<file path="config.mk">
export PLATFORM = sky130hd
export DESIGN_NAME = cdb_wb_arbiter
export DESIGN_NICKNAME = d
export VERILOG_FILES = /design/src/rtl/cdb_arb_pkg.sv /design/src/rtl/rr_pick4.sv /design/src/rtl/cdb_wb_arbiter.sv
export SDC_FILE = /design/constraint.sdc
export NUM_CORES = 1
export LEC_CHECK = 0
export ABC_AREA = 1
export BUFFER_PORTS_ARGS = -buffer_cell sky130_fd_sc_hd__buf_2
export CORE_AREA = 5 5 139 141
export CTS_BUF_LIST = sky130_fd_sc_hd__clkbuf_4 sky130_fd_sc_hd__clkbuf_8
export CTS_CLUSTER_DIAMETER = 80
export CTS_CLUSTER_SIZE = 16
export DETAILED_ROUTE_END_ITERATION = 8
export DIE_AREA = 0 0 144 146
export GPL_TIMING_DRIVEN = 0
export PLACE_DENSITY_LB_ADDON = 0.2
export SLEW_MARGIN = 20
export SYNTH_ARGS = -nofsm -noshare
export SYNTH_HDL_FRONTEND = slang
export SYNTH_SLANG_ARGS = --single-unit
</file>
<file path="constraint.sdc">
create_clock -name clk -period 3 [get_ports clk]
set_input_delay 0.45 -clock clk [delete_from_list [all_inputs] [get_ports clk]]
set_output_delay 0.45 -clock clk [all_outputs]
set_load 0.005 [all_outputs]
</file>
<file path="src/rtl/cdb_arb_pkg.sv">
// Shared types and constants for the CDB writeback arbiter.
package cdb_arb_pkg;

    localparam int N_REQ  = 4;
    localparam int IDX_W  = 2;
    localparam int PKT_DATA_W = 64;
    localparam int PKT_TAG_W  = 6;

    typedef logic [IDX_W-1:0] req_idx_t;

    // Packet shape at the default widths; the top rebuilds it from its own parameters.
    typedef struct packed {
        logic [PKT_TAG_W-1:0]  tag;
        logic [PKT_DATA_W-1:0] data;
    } cdb_pkt_t;

endpackage

</file>
<file path="src/rtl/rr_pick4.sv">
// Round-robin pick over 4 requesters: rotate so ptr sits at bit 0,
// priority-encode the lowest set bit, then add ptr back.
module rr_pick4
    import cdb_arb_pkg::*;
(
    input  logic [N_REQ-1:0] req_valid,
    input  req_idx_t         ptr,
    output logic             any,
    output req_idx_t         idx
);

    logic [N_REQ-1:0] rot;
    req_idx_t         off;

    // Rotate, find the first requester at or after ptr, un-rotate.
    always_comb begin
        rot = '0;
        off = '0;
        for (int j = 0; j < N_REQ; j++)
            rot[j] = req_valid[req_idx_t'(j) + ptr];
        for (int j = N_REQ - 1; j >= 0; j--)
            if (rot[j]) off = req_idx_t'(j);
        any = |req_valid;
        idx = off + ptr;
    end

endmodule

</file>
<file path="src/rtl/cdb_wb_arbiter.sv">
// Round-robin arbiter sharing the CDB writeback port among 4 units.
// Optional back-pressure stall counter enabled by CDB_ARB_PERF_EN.
module cdb_wb_arbiter
    import cdb_arb_pkg::*;
#(
    parameter int DATA_W = 64,
    parameter int TAG_W  = 6
) (
    input  logic                          clk,
    input  logic                          reset_n,
    input  logic                          flush,
    input  logic [N_REQ-1:0]              req_valid,
    input  logic [N_REQ-1:0][TAG_W-1:0]   req_tag,
    input  logic [N_REQ-1:0][DATA_W-1:0]  req_data,
    output logic [N_REQ-1:0]              req_ready,
    output logic                          cdb_valid,
    output req_idx_t                      cdb_idx,
    output logic [N_REQ-1:0]              cdb_grant,
    output logic [TAG_W-1:0]              cdb_tag,
    output logic [DATA_W-1:0]             cdb_data,
    input  logic                          cdb_ready
`ifdef CDB_ARB_PERF_EN
    ,
    output logic [15:0]                   stall_cnt
`endif
);

    typedef struct packed {
        logic [TAG_W-1:0]  tag;
        logic [DATA_W-1:0] data;
    } pkt_t;

    req_idx_t rr_ptr;
    req_idx_t win;
    logic     any;
    logic     accept_en;
    logic     xfer;
    pkt_t     pkt_q;

    rr_pick4 u_pick (
        .req_valid (req_valid),
        .ptr       (rr_ptr),
        .any       (any),
        .idx       (win)
    );

    // Output register is free when empty or being drained this cycle.
    always_comb begin
        accept_en = !cdb_valid || cdb_ready;
        xfer      = accept_en && !flush && any;
        req_ready = '0;
        // Gated by reset_n so no requester sees a handshake while held in reset.
        if (xfer && reset_n) req_ready[win] = 1'b1;
        cdb_grant = '0;
        if (cdb_valid) cdb_grant[cdb_idx] = 1'b1;
    end

    assign cdb_tag  = pkt_q.tag;
    assign cdb_data = pkt_q.data;

    // Packet register and pointer: flush drops the packet, accept loads or empties, stall holds.
    always_ff @(posedge clk or negedge reset_n) begin
        if (!reset_n) begin
            cdb_valid <= 1'b0;
            cdb_idx   <= '0;
            pkt_q     <= '0;
            rr_ptr    <= '0;
        end else if (flush) begin
            cdb_valid <= 1'b0;
        end else if (accept_en) begin
            if (any) begin
                cdb_valid  <= 1'b1;
                cdb_idx    <= win;
                pkt_q.tag  <= req_tag[win];
                pkt_q.data <= req_data[win];
                rr_ptr     <= win + req_idx_t'(1);
            end else begin
                cdb_valid <= 1'b0;
            end
        end
    end

`ifdef CDB_ARB_PERF_EN
    // Saturating count of cycles where work was waiting but the CDB was blocked.
    always_ff @(posedge clk or negedge reset_n) begin
        if (!reset_n)
            stall_cnt <= '0;
        else if ((|req_valid) && !accept_en && !flush && (stall_cnt != 16'hFFFF))
            stall_cnt <= stall_cnt + 16'd1;
    end
`endif

endmodule

</file>
==> results of run 1 <==
## timing repair
item                                    4_1_cts  5_1_grt
pin swaps                                     2       13
gates cloned                                  0        1
resized for setup                            18       38
endpoints found under the setup margin       65       75
buffers inserted                              9        7
hold buffers                                  0        0
## metrics by stage
stage / std cells / hold slack, ns
after floorplan: 707 / 0.154
after CTS: 1329 / 0.0533
final: 1333 / 0.0422
after detailed placement: 1305 / 0.459
after global placement: 1304 / 0.457
after global routing: 1333 / 0.0718
## where the power goes
part,internal [W],switching (W),leakage [nW]
Sequential,0.00153,0.000263,0.911
Clock,0.000595,0.000402,0.124
Combinational,0.00409,0.00515,3.67
## cell type report
cell class / instances / share of cell area (%)
clock buffers: 12 / 1.88
repair buffers: 386 / 24.8
multi-input cells: 561 / 40.8
plain buffers: 51 / 3.76
inverters: 15 / 0.923
well taps: 229 / 3.52
flip-flops and latches: 75 / 23.1
clock inverters: 4 / 1.20
## logic make-up after synthesis
kind of cell               synth area share (%)
adders and majority gates                 0.459
and+or+nand+nor                            32.5
AOI/OAI and AO/OA                         0.483
DFF                                        34.5
xor gates and xnor gates                  0.161
buffers and inverters                      6.18
muxes                                      25.7
## path summary, 6_finish.rpt
check | start | end | slack [ns]
max in group asynchronous | reset_n | cdb_data[1]$_DFFE_PN0P_ | 2.36
max reg2reg | rr_ptr[0]$_DFFE_PN0P_ | cdb_data[38]$_DFFE_PN0P_ | 0.20
min reg2reg | cdb_data[25]$_DFFE_PN0P_ | cdb_data[25]$_DFFE_PN0P_ | 0.48
max | rr_ptr[0]$_DFFE_PN0P_ | req_ready[1] | 0.04
min in group clk | flush | cdb_valid$_DFFE_PN0P_ | 0.28
min | reset_n | cdb_data[21]$_DFFE_PN0P_ | 0.04
## worst max-delay path, cell delays in order, from the launching register on
cell and delay [ns]:
dfrtp_1 0.41, buf_6 0.15, inv_8 0.08, nand2_2 0.06
nand2_1 0.06, nand2_1 0.05, nand2_1 0.08, a31oi_1 0.08
nor2_1 0.17, ha_2 0.25, xor2_4 0.19, inv_2 0.06
nand3_4 0.09, nand2_8 0.08, nor3_2 0.18, buf_2 0.16
## layout by cell type (no fill, tap or decap), drive strengths merged
| cell type | Yosys | routed |
|---|---|---|
| a31oi | 1 | 1 |
| xor2 | 1 | 1 |
| nand4 | 1 | 1 |
| ha | 2 | 2 |
| dfrtp | 75 | 75 |
| nand2 | 255 | 255 |
| bufinv | 0 | 3 |
| clkbuf | 31 | 40 |
| nand3 | 146 | 146 |
| mux2i | 140 | 140 |
| nor3 | 8 | 8 |
| nor2 | 3 | 3 |
| o21ai | 4 | 4 |
| clkinvlp | 0 | 2 |
| inv | 15 | 14 |
| buf | 25 | 409 |
## routing by layer
metal | up-vias | routed length [microns]
li1 | 3153 | -
met1 | 2901 | 8490
met2 | 260 | 11300
met3 | 25 | 2090
met4 | 2 | 242
met5 | - | 13
## registers in the layout (all words and copies together), names as in the netlist
register and count:
cdb_data 64, cdb_tag 6, cdb_idx 2, rr_ptr 2, cdb_valid 1
==> results.md, run 1 <==
* Status: complete, no violations
* Max Freq at 338 MHz
* Layout Nets at 1389
* Top_reg_cell synth: dfrtp_1
* DR vias at 6341
* Worst slew margin at 56.9%
* First-pass DRT Iterations at 4
* Rows at 49
* Synth Register Bits at 75
* Area leader, netlist: dfrtp_1
* Crit end category: output port
* CP startpoint kind: flip-flop
* Register area at 1880 sq um
* Ports at 369
* Via/cell ratio at 4.76
* First-pass GRT wire length at 32800 microns
* GR Util met3 at 5.92%
* Tightest Pin Transition at 0.646 ns
* Drt total wl at 22100 microns
* Area of the core at 17800 sq um
* Final Max Tran Viols at 0
* Multi-input gate area at 3320 sq um
* Initial antenna violation count at 2
* Post-route cell area at 8130 sq um
* Pwr dens at 1480 nW/um^2
* P_leak at 4.70 nW
* Post-layout total power at 0.0120 W
* WP data required at 2.55 ns
* Max cap viols at 0
* Fill cells at 1862
* Vias in the first global route at 6245
* Mapped Area at 5450 sq um
* Yosys top cell area share at 34.5%
* H-tree levels at 3
* Clock buffer count from CTS at 9
* Placed cell area at 7600 sq um
* ANT cells at 0
* Post-DRT Antenna Nets at 0
* Clock transition at the registers of the reported paths at 0.08 ns
* Avg WL per Cell at 16.6 microns
* CP max FO at 8
* Cell count of the worst reg-to-reg path at 17
* Critical path class: flip-flop to output port
* Global placer's final weighted congestion at 0.806
* Congestion Overflow GR at 0
* Grt met2 use at 35.6%
* Syn_nets at 997
* Peak VDD IR at 731 uV
* Async SR Flop Fraction at 100%
* Setup ws final at 0.0414 ns
* Pre-CTS WS at -0.648 ns
* Initial Util at 30.5%
* Post-DP HPWL at 17900 microns
* WP data arrival at 2.51 ns
* Global routing's busiest layer: met2
* Met1 usage at 22.7%
* Clk Latency, worst-skew pair at 0.36 ns
* Die H at 146 microns
* Post-synthesis cell count at 707
* Iter 0 DRT Violations at 294
* Synth cell types at 23
* Mean post-synth cell area at 7.70 sq um
* Area contributors post-synth: dfrtp_1, mux2i_1, nand2_1, nand3_1, clkbuf_1
* Largest net degree at the start of global routing at 42
* IO Port Bufs at 368
* Core Util, Final at 45.6%
* CTS tree: yes
* Remaining DRCs at 0
* Synth Warn # at 0
* Chip width at 144 microns
* CTS root buf: clkbuf_8
* Final worst path period need at 2.96 ns
* Final setup TNS at 0 ns
* RSZ-0062 raised after global routing: true
* Setup Viol. Count Final at 0
* Max clock buf depth at 2
* Number of synthesized flops with an enable pin at 0
* Post-synth top cells: nand2_1, nand3_1, mux2i_1
* Die area at 21000 sq um
* Setup Skew at 0.0142 ns
* Total track usage at 19.7%
* HP Class: primary input to async pin
* CTS sink cnt at 75
* Top-count cell post-synth: nand2_1
* Tcrit/Tclk final at 98.6%
* Layout cell share with drive strength beyond 1 at 40.9%
* Final Hold Fails at 0
* Area Growth Syn to Fin at 49.3%
* Sequential fraction of the synthesis area at 34.5%
No activity file was read; power rests on OpenSTA's default activity.
==> run 2, diff against run 1 <==
ABC_AREA = not set   (was 1)
BUFFER_PORTS_ARGS = not set   (was -buffer_cell sky130_fd_sc_hd__buf_2)
CORE_AREA = 5 5 141 143   (was 5 5 139 141)
DIE_AREA = 0 0 146 148   (was 0 0 144 146)
DONT_BUFFER_PORTS = 1   (was not set)
==> results.md, run 2 <==
* Top_reg_cell synth: dfrtp_1
* ANT cells at 0 (unchanged)
* Slowest cell on the critical path: dfrtp_2
* Area Growth Syn to Fin at 13.6%
* Post-route cell area at 7000 sq um (-14%)
* First-pass DRT Iterations at 4 (unchanged)
* Synth Area in Compound Gates at 33.1% (+33 points)
* Area share of fa/ha/maj cells after synthesis at 0.406% (-0.053 points)
* Worst slew margin at 27.2% (-30 points)
* Post-Place Cells at 885 (-32%)
* Pre-CTS WS at -0.974 ns (-0.326 ns)
* Die H at 148 microns (+1.4%)
* Via/cell ratio at 6.69 (+41%)
* CP max stage delay at 0.46 ns (+0.05 ns)
* Area leader, netlist: dfrtp_1
* Final Max Tran Viols at 0 (unchanged)
* IO Port Bufs at 0 (-100%)
* Buffers and inverters on the worst path at 2 (-2)
* Most frequent cells in the layout: mux2i_1, a2111oi_0, dfrtp_1
* Setup Skew at 0.0170 ns (+0.00273 ns)
* HP Class: primary input to flip-flop
* Clock buffer count from CTS at 9 (unchanged)
* CP Cell Sequence: nor2b_1, a21oi_1, nand2_1, o21ai_2, o221ai_2, ha_4, clkbuf_16, clkbuf_16, nand3_2, nor2_2
* Syn_nets at 941 (-5.6%)
* Largest family of logic cells by synthesized area: compound AO/OA/AOI/OAI gates
* Post-synthesis cell count at 651 (-7.9%)
* Drt total wl at 26500 microns (+20%)
* WP data arrival at 2.37 ns (-0.14 ns)
* First-pass GRT wire length at 39200 microns (+20%)
* CP startpoint kind: flip-flop
* Final setup TNS at 0 ns (unchanged)
* CP max FO at 10 (+2)
* RSZ-0062 raised after global routing: false
* Post-synth top cells: mux2i_1, a2111oi_0, dfrtp_1
* Vias in the first global route at 6263 (+0.29%)
* Async SR Flop Fraction at 100% (unchanged)
* H-tree levels at 3 (unchanged)
* Total track usage at 23.3% (+3.6 points)
* Top-count cell post-synth: mux2i_1
* CP top delay family: simple AND/OR/NAND/NOR gates
* Largest net degree at the start of global routing at 76 (+81%)
* Final Hold Fails at 0 (unchanged)
* WP data required at 2.55 ns (about the same)
* Post-DRT Antenna Nets at 0 (unchanged)
* Tightest Pin Transition at 1.08 ns (+0.438 ns)
* Synth cell types at 40 (+74%)
* Global placer's final weighted congestion at 0.844 (+4.7%)
* Pwr dens at 1370 nW/um^2 (-7.7%)
* Tcrit/Tclk final at 93.9% (-4.7 points)
* Layout cell share with drive strength beyond 1 at 12.0% (-29 points)
* Remaining DRCs at 0 (unchanged)
* Max cap viols at 0 (unchanged)
* Initial Util at 33.4% (+2.9 points)
* Status: complete, no violations
* Iter 0 DRT Violations at 358 (+22%)
* Most common cell after layout, fill and taps aside: mux2i_1
* CTS tree: yes
* Clk Latency, worst-skew pair at 0.37 ns (about the same)
* CTS root buf: clkbuf_8
* P_leak at 2.70 nW (-43%)
* Ports at 369 (unchanged)
* Initial antenna violation count at 0 (-2)
* Max clock buf depth at 2 (unchanged)
* Avg WL per Cell at 29.1 microns (+76%)
* DR vias at 6094 (-3.9%)
* Most used cell, CP: clkbuf_16
* Yosys top cell area share at 30.5% (-4.0 points)
* Congestion Overflow GR at 0 (unchanged)
* Sequential fraction of the synthesis area at 30.5% (-4.0 points)
* Area contributors post-synth: dfrtp_1, mux2i_1, a2111oi_0, a211oi_1, o21ai_1
* Mean post-synth cell area at 9.46 sq um (+23%)
* Setup Viol. Count Final at 0 (unchanged)
* Layout Nets at 962 (-31%)
* Final worst path period need at 2.82 ns (-0.140 ns)
* Die area at 21600 sq um (+2.8%)
* Chip width at 146 microns (+1.4%)
* Area of the core at 18500 sq um (+3.4%)
* Post-DP HPWL at 20200 microns (+13%)
* Clock transition at the registers of the reported paths at 0.09 ns (about the same)
* CTS sink cnt at 75 (unchanged)
* Number of synthesized flops with an enable pin at 0 (unchanged)
* Crit end category: output port
* Core Util, Final at 37.9% (-7.6 points)
* Synth Warn # at 0 (unchanged)
* Rows at 50 (+2.0%)
* Setup ws final at 0.182 ns (+0.140 ns)
* Critical path class: flip-flop to output port
* Multiplexer share of the synthesized area at 23.1% (-2.6 points)
* Peak VDD IR at 564 uV (-23%)
* Post-Synth Simple-Gate Area at 6.13% (-26 points)
* Placed cell area at 6460 sq um (-15%)
* Max Freq at 355 MHz (+5.0%)
* Mapped Area at 6160 sq um (+13%)
* Non-Filler Instances at 911 (-32%)
* Largest register FFs at 64 (unchanged)
* XOR/XNOR Fraction of Synth Area at 0.670% (+0.51 points)
* Synth Register Bits at 75 (unchanged)
-- run 2: through the flow --
step | hold WS [ns] | total power, W
2_1_floorplan | 0.154 | 0.00617
3_3_place_gp | 0.157 | 0.00781
6_report | 0.132 | 0.00956
3_5_place_dp | 0.156 | 0.00799
4_1_cts | 0.105 | 0.00939
5_1_grt | 0.102 | 0.0102
-- run 2: path summary, 6_finish.rpt --
| path | start | endpoint | slack [ns] | depth (start not counted) |
|---|---|---|---|---|
| setup / recovery | rr_ptr[0]$_DFFE_PN0P_ | req_ready[3] | 0.18 | 10 |
| hold / removal | flush | cdb_valid$_DFFE_PN0P_ | 0.13 | 1 |
| setup reg to reg | rr_ptr[0]$_DFFE_PN0P_ | cdb_data[2]$_DFFE_PN0P_ | 0.21 | 12 |
| hold reg to reg | cdb_tag[4]$_DFFE_PN0P_ | cdb_tag[4]$_DFFE_PN0P_ | 0.56 | 2 |
| max in group asynchronous | reset_n | rr_ptr[0]$_DFFE_PN0P_ | 1.93 | 2 |
| min in group asynchronous | reset_n | cdb_data[21]$_DFFE_PN0P_ | 0.73 | 2 |
-- run 2: repair_timing --
item | 4_1_cts | 5_1_grt
resized for setup | 26 | 39
endpoints found under the hold margin | 75 | 0
gates cloned | 0 | 0
endpoints found under the setup margin | 76 | 74
buffers inserted | 10 | 3
hold buffers | 2 | 0
pin swaps | 4 | 6
-- run 2: cell families (layout without fill, tap and decap cells) --
family          after synthesis  in the layout
compound gates              263            263
xor+xnor                      3              3
fa+ha+maj                     2              2
buf+inv                      88            114
flops                        75             75
mux                         142            142
simple gates                 78             78
-- run 2: cell type report --
type	instances	area [sq um]
Fill cell	1877	11500
Multi-Input combinational cell	488	4030
Sequential cell	75	1880
Buffer	82	432
Tap cell	234	293
Clock buffer	10	138
Timing Repair Buffer	15	135
Clock inverter	6	88.8
Inverter	1	3.75
-- run 2: power by group --
part | switching, W | internal [W]
Combinational | 0.00383 | 0.00277
Clock | 0.000450 | 0.000492
Sequential | 0.000505 | 0.00151
-- run 2: per-layer routing --
metal  part of all wire (%)  GRT usage, %  vias up  wire, microns
met5                      0             0        -              0
met2                     50          39.8      294          13200
li1                       -             -     2724              -
met1                     42          30.2     3053          11100
met4                    1.6          5.32        0            420
met3                    6.8          5.40       23           1800
